--- src/rtl/param_seq_mul_pkg.sv ---
// -----------------------------------------------------------------------------
// param_seq_mul_pkg
// Shared definitions for the sequential shift-add multiplier:
//   DEFAULT_WIDTH - default operand width in bits
//   state_t       - control FSM states (IDLE / CALC / DONE)
// -----------------------------------------------------------------------------
package param_seq_mul_pkg;

  localparam int DEFAULT_WIDTH = 32;

  typedef enum logic [1:0] {
    IDLE = 2'd0,
    CALC = 2'd1,
    DONE = 2'd2
  } state_t;

endpackage

--- src/rtl/param_seq_mul_core.sv ---
// -----------------------------------------------------------------------------
// param_seq_mul_core
// Shift-add datapath: operand magnitude capture, one add/shift per step,
// and the final sign fix-up into the product register.
//
// Ports
//   clk, rst          clock, asynchronous active-high reset
//   i_start           capture operands and mode (accept edge)
//   i_a, i_b          raw multiplicand / multiplier
//   i_signed_mode     1 = two's-complement operands
//   i_step            perform one shift-add step this edge
//   i_last            this step is the final one; register the product
//   i_bypass_zero     on i_start, load product = 0 directly
//   o_zero_operand    either incoming operand magnitude is zero
//   o_product         registered 2*WIDTH-bit result
// -----------------------------------------------------------------------------
module param_seq_mul_core
  import param_seq_mul_pkg::*;
#(
  parameter int WIDTH = DEFAULT_WIDTH
) (
  input  logic               clk,
  input  logic               rst,
  input  logic               i_start,
  input  logic [WIDTH-1:0]   i_a,
  input  logic [WIDTH-1:0]   i_b,
  input  logic               i_signed_mode,
  input  logic               i_step,
  input  logic               i_last,
  input  logic               i_bypass_zero,
  output logic               o_zero_operand,
  output logic [2*WIDTH-1:0] o_product
);

  logic [WIDTH-1:0]   r_mcand;
  logic [WIDTH-1:0]   r_mplr;
  logic [WIDTH-1:0]   r_acc;
  logic               r_neg;
  logic [2*WIDTH-1:0] r_product;

  logic [WIDTH-1:0]   w_mag_a;
  logic [WIDTH-1:0]   w_mag_b;
  logic               w_neg;
  logic [WIDTH:0]     w_sum;
  logic [WIDTH-1:0]   w_acc_next;
  logic [WIDTH-1:0]   w_mplr_next;
  logic [2*WIDTH-1:0] w_result;
  logic [2*WIDTH-1:0] w_signed_result;

  // Magnitudes are kept unsigned in WIDTH bits: negating the most-negative
  // value wraps back to 2^(WIDTH-1), which is exactly its magnitude.
  always_comb begin
    w_mag_a = i_a;
    w_mag_b = i_b;
    w_neg   = 1'b0;
    if (i_signed_mode) begin
      if (i_a[WIDTH-1]) w_mag_a = -i_a;
      if (i_b[WIDTH-1]) w_mag_b = -i_b;
      w_neg = i_a[WIDTH-1] ^ i_b[WIDTH-1];
    end
  end

  assign o_zero_operand = (w_mag_a == '0) || (w_mag_b == '0);

  // One step: conditional add into the upper half with a carry bit, then
  // shift {carry, acc, mplr} right by one. The bit leaving the adder's LSB
  // becomes the new top bit of the multiplier register (lower product half).
  always_comb begin
    w_sum           = {1'b0, r_acc} + ({(WIDTH+1){r_mplr[0]}} & {1'b0, r_mcand});
    w_acc_next      = w_sum[WIDTH:1];
    w_mplr_next     = {w_sum[0], r_mplr[WIDTH-1:1]};
    w_result        = {w_acc_next, w_mplr_next};
    w_signed_result = r_neg ? -w_result : w_result;
  end

  always_ff @(posedge clk or posedge rst) begin
    if (rst) begin
      r_mcand   <= '0;
      r_mplr    <= '0;
      r_acc     <= '0;
      r_neg     <= 1'b0;
      r_product <= '0;
    end else if (i_start) begin
      r_mcand <= w_mag_a;
      r_mplr  <= w_mag_b;
      r_acc   <= '0;
      r_neg   <= w_neg;
      if (i_bypass_zero) r_product <= '0;
    end else if (i_step) begin
      r_acc  <= w_acc_next;
      r_mplr <= w_mplr_next;
      if (i_last) r_product <= w_signed_result;
    end
  end

  assign o_product = r_product;

endmodule

--- src/rtl/param_seq_multiplier.sv ---
// -----------------------------------------------------------------------------
// param_seq_multiplier
// Sequential signed/unsigned WIDTH x WIDTH multiplier with valid/ready
// handshakes. One operation at a time; result after WIDTH cycles.
//
// Optional feature macro: PARAM_SEQ_MUL_ZERO_BYPASS_EN
//   defined   - a zero operand goes straight to DONE with product 0
//   undefined - zero operands take the normal WIDTH-step path
//
// Ports
//   clk, rst      clock, asynchronous active-high reset
//   in_valid      operand pair and mode present
//   in_ready      block accepts operands (state IDLE)
//   a, b          multiplicand, multiplier
//   signed_mode   1 = two's-complement, sampled with the operands
//   out_valid     product valid (state DONE)
//   out_ready     consumer takes product
//   product       2*WIDTH-bit result, held outside DONE
//   busy          state is not IDLE
// -----------------------------------------------------------------------------
module param_seq_multiplier
  import param_seq_mul_pkg::*;
#(
  parameter int WIDTH = DEFAULT_WIDTH
) (
  input  logic               clk,
  input  logic               rst,
  input  logic               in_valid,
  output logic               in_ready,
  input  logic [WIDTH-1:0]   a,
  input  logic [WIDTH-1:0]   b,
  input  logic               signed_mode,
  output logic               out_valid,
  input  logic               out_ready,
  output logic [2*WIDTH-1:0] product,
  output logic               busy
);

  localparam int CNT_W = $clog2(WIDTH);

`ifdef PARAM_SEQ_MUL_ZERO_BYPASS_EN
  localparam bit ZERO_BYPASS = 1'b1;
`else
  localparam bit ZERO_BYPASS = 1'b0;
`endif

  state_t           r_state;
  state_t           w_state_next;
  logic [CNT_W-1:0] r_count;

  logic w_accept;
  logic w_last;
  logic w_step;
  logic w_zero_operand;
  logic w_bypass;

  assign w_accept = in_valid && (r_state == IDLE);
  assign w_step   = (r_state == CALC);
  assign w_last   = (r_count == CNT_W'(WIDTH - 1));
  assign w_bypass = ZERO_BYPASS && w_zero_operand;

  always_ff @(posedge clk or posedge rst) begin
    if (rst) r_state <= IDLE;
    else     r_state <= w_state_next;
  end

  always_comb begin
    w_state_next = r_state;
    in_ready     = 1'b0;
    out_valid    = 1'b0;
    busy         = 1'b1;
    case (r_state)
      IDLE: begin
        in_ready = 1'b1;
        busy     = 1'b0;
        if (in_valid) w_state_next = w_bypass ? DONE : CALC;
      end
      CALC: begin
        if (w_last) w_state_next = DONE;
      end
      DONE: begin
        out_valid = 1'b1;
        if (out_ready) w_state_next = IDLE;
      end
      default: begin
        w_state_next = IDLE;
      end
    endcase
  end

  // Step counter: cleared on accept, advanced each CALC edge, and cleared
  // again after the final step so it never wraps for power-of-two WIDTH.
  always_ff @(posedge clk or posedge rst) begin
    if (rst) begin
      r_count <= '0;
    end else if (w_accept) begin
      r_count <= '0;
    end else if (w_step) begin
      r_count <= w_last ? '0 : r_count + CNT_W'(1);
    end
  end

  param_seq_mul_core #(
    .WIDTH(WIDTH)
  ) u_core (
    .clk            (clk),
    .rst            (rst),
    .i_start        (w_accept),
    .i_a            (a),
    .i_b            (b),
    .i_signed_mode  (signed_mode),
    .i_step         (w_step),
    .i_last         (w_last),
    .i_bypass_zero  (w_bypass),
    .o_zero_operand (w_zero_operand),
    .o_product      (product)
  );

endmodule
--- config.mk ---
export PLATFORM = sky130hd
export DESIGN_NAME = param_seq_multiplier
export DESIGN_NICKNAME = d
export VERILOG_FILES = /design/src/rtl/param_seq_mul_pkg.sv /design/src/rtl/param_seq_mul_core.sv /design/src/rtl/param_seq_multiplier.sv
export SDC_FILE = /design/constraint.sdc
export NUM_CORES = 1
export LEC_CHECK = 0
export ABC_AREA = 1
export CORE_MARGIN = 2
export CORE_UTILIZATION = 39
export DETAILED_ROUTE_END_ITERATION = 6
export GPL_TIMING_DRIVEN = 1
export PLACE_DENSITY_LB_ADDON = 0.08
export SLEW_MARGIN = 5
export SYNTH_ARGS = -nofsm -noshare
export SYNTH_HDL_FRONTEND = slang
export SYNTH_SLANG_ARGS = --single-unit
--- constraint.sdc ---
create_clock -name clk -period 17.55 [get_ports clk]
set_clock_uncertainty 0.2 [all_clocks]
set_input_delay 3.51 -clock clk [delete_from_list [all_inputs] [get_ports clk]]
set_output_delay 3.51 -clock clk [all_outputs]
set_load 0.01 [all_outputs]
==> out/metrics.csv <==
metric;value;unit
routed_wl;38.7;mm
ant_nets;0;
area_growth;18.1;%
synth_common_cells;nand2_1, inv_1, o21ai_0;
synth-seq-cells;168;
internal_power;1.36;mW
fin_total_pwr;2.84;mW
arrival;7130;ps
maxSlewHeadroom;0.329;
max_freq;142;MHz
dp_hpwl;30.3;mm
dieArea;0.0337;sq mm
hold_viol_final;0;
grt_max_degree;106;
synth.most_common_cell;nand2_1;
synth_area;0.0126;sq mm
port_buffers;135;
ys_seq_area_frac;0.334;
cts_inserted_buffers;17;
dp_slack;10040;ps
die_x;184;um
root_buffer;clkbuf_16;
p_switching;1.48;mW
clkPwrFrac;0.133;
end_kind;flip-flop;
tritoncts;done;
fin_area;0.0148;sq mm
startpoint;in_valid;
clock_path_buffers;2;
rsz0062_at_grt;no;
fin_crit;7020;ps
crit_path_start_kind;input pin;
dominantRegCellSynth;dfrtp_1;
grt_pass1_wl;62.2;mm
dpl-instance-area;0.0143;sq mm
synthAdderAreaFrac;0.0384;
cts_resized;0;
min_path_type;reg -> reg;
cap_violations;0;
routedWlPerCell;15.9;um
dp.cells;2401;
firstDrtPassIters;5;
yosysWarnings;0;
synth.area.mux_share;0;
die_h;184;um
finalNetCount;2125;
final-instance-count-excl-fill;2432;
outcome;complete, no violations;
synth_nets;2021;
path_delay_family;buffers and inverters;
holdBufCountCts;0;
power_frac_seq;0.241;
critical_path.cell_chain;clkdlybuf4s50_1 > nand2_2 > buf_4 > inv_2 > nor2_4 > inv_1 > o22ai_1 > a21oi_1;
tns;0;ps
netlist.area_leader.share;0.334;
fin_crit_sh;0.400;
fp.coreArea;0.0316;sq mm
synth-async-reset-ratio;1.00;
synth_compound_area_frac;0.105;
path_buf_inv;4;
worstMarginPinSlew;1010;ps
grt_use_total;0.236;
h-tree-depth;4;
netlist_instances;1914;
ir_drop;0.0945;mV
io_pins;136;
avgSynthCellArea;6.57;sq um
grt_pass1_vias;11500;
path_class;in -> reg;
rows;65;
antenna_found_initial;1;
p_sw_frac;0.521;
antenna_cells;0;
synth-edff-count;0;
hold_slack;278;ps
clock_latency;450;ps
finalSetupViolCount;0;
worstReg2RegStart;r_state[0];
grt_overflow;0;
layout_setup_ws;10530;ps
post_cts_buffers;0;
ys_types;43;
drc_errors;0;
synthTopCellsByArea;dfrtp_1, nand2_1, inv_1;
p_per_area;192;mW/mm^2
synth_simple_gate_area_frac;0.353;
clkTransAtPathRegs;70;ps
crit_fanout;94;
synth_top_family_by_area;simple AND/OR/NAND/NOR gates;
gp_congestion;0.931;
synth-xor-area-share;0.0731;
start_util;0.397;
crit_slowest_cell;nor2_4;
vias;12100;
synth_top_area_cell;dfrtp_1;
post-route-util;0.469;
vias_per_cell;4.98;
crit_required;17660;ps
final_max_slew_viol_count;0;
leakage;7.48;nW
combPwrFrac;0.626;
cts_sinks;168;
min_from;u_core.o_product[53];
drt-initial-drc-count;940;
cpPeakStageDelay;870;ps
layout-drive-gt1-share;0.0675;
## layer usage
metal  wire, um  vias up  track usage
met3       1790       36       0.0345
met4        833        2       0.0672
li1           -     6216            -
met1      19700     5543        0.352
met5         13        -            0
met2      16300      305        0.353
## registers in the layout, summed over array words and instances (netlist names)
register and cells:
r_count 5, r_state 2, u_core.r_mplr 32, u_core.o_product 64, u_core.r_mcand 32, u_core.r_neg 1
u_core.r_acc 32
## worst register-to-register path: cells and delay by family (launching register included)
| family | cells | cell delay [ps] |
|---|---|---|
| buffers and inverters | 3 | 1870 |
| AOI/OAI and AO/OA | 2 | 380 |
| and+or+nand+nor | 3 | 1080 |
| DFF | 1 | 480 |
## cell families after synthesis
kind of cell | count (synthesis)
compound gates | 250
xor+xnor | 105
fa+ha+maj | 38
buf+inv | 319
flops | 168
simple gates | 1034
## power groups by stage
stage | Combinational (mW) | Clock, mW | Sequential (mW)
2_1_floorplan | 1.21 | 0 | 0.676
3_3_place_gp | 1.76 | 0 | 0.688
3_5_place_dp | 1.78 | 0 | 0.690
4_1_cts | 1.79 | 0.385 | 0.685
5_1_grt | 2.01 | 0.401 | 0.707
6_report | 1.78 | 0.378 | 0.685
## worst paths after layout
check	to	slack, ps	depth (start not counted)
worst max register to register	u_core.r_mplr[31]	13400	8
max in group asynchronous	u_core.o_product[25]	11920	4
worst min register to register	u_core.o_product[53]	280	2
worst max-delay path	u_core.r_mplr[31]	10530	8
worst min-delay path	u_core.o_product[53]	280	2
min in group asynchronous	u_core.r_mcand[0]	3260	2
## cell usage in the layout, fill, tap and decap left out, drive strengths merged
master / instances
o41ai: 3
o21ai: 188
and3: 1
nand4: 20
dfrtp: 168
o31ai: 9
a22o: 1
a21oi: 34
bufinv: 1
buf: 7
a31oi: 6
xnor2: 18
or2: 5
a32o: 2
clkbuf: 18
o22ai: 3
and2: 5
nor2: 175
clkinv: 8
ha: 37
clkinvlp: 1
nand3b: 13
nand3: 107
nor4: 2
o221ai: 2
xor2: 87
o211ai: 1
nor3: 19
fa: 1
a21o: 1
clkdlybuf4s50: 135
nand2: 687
inv: 265
## layout make-up
cell class,instances,area (sq um)
Fill cell,3311,16800
Clock buffer,18,429
Sequential cell,168,4200
Inverter,262,988
Clock inverter,13,133
Timing Repair Buffer,142,1400
Tap cell,402,503
Multi-Input combinational cell,1427,7190
Power figures use the tool's default switching activity.
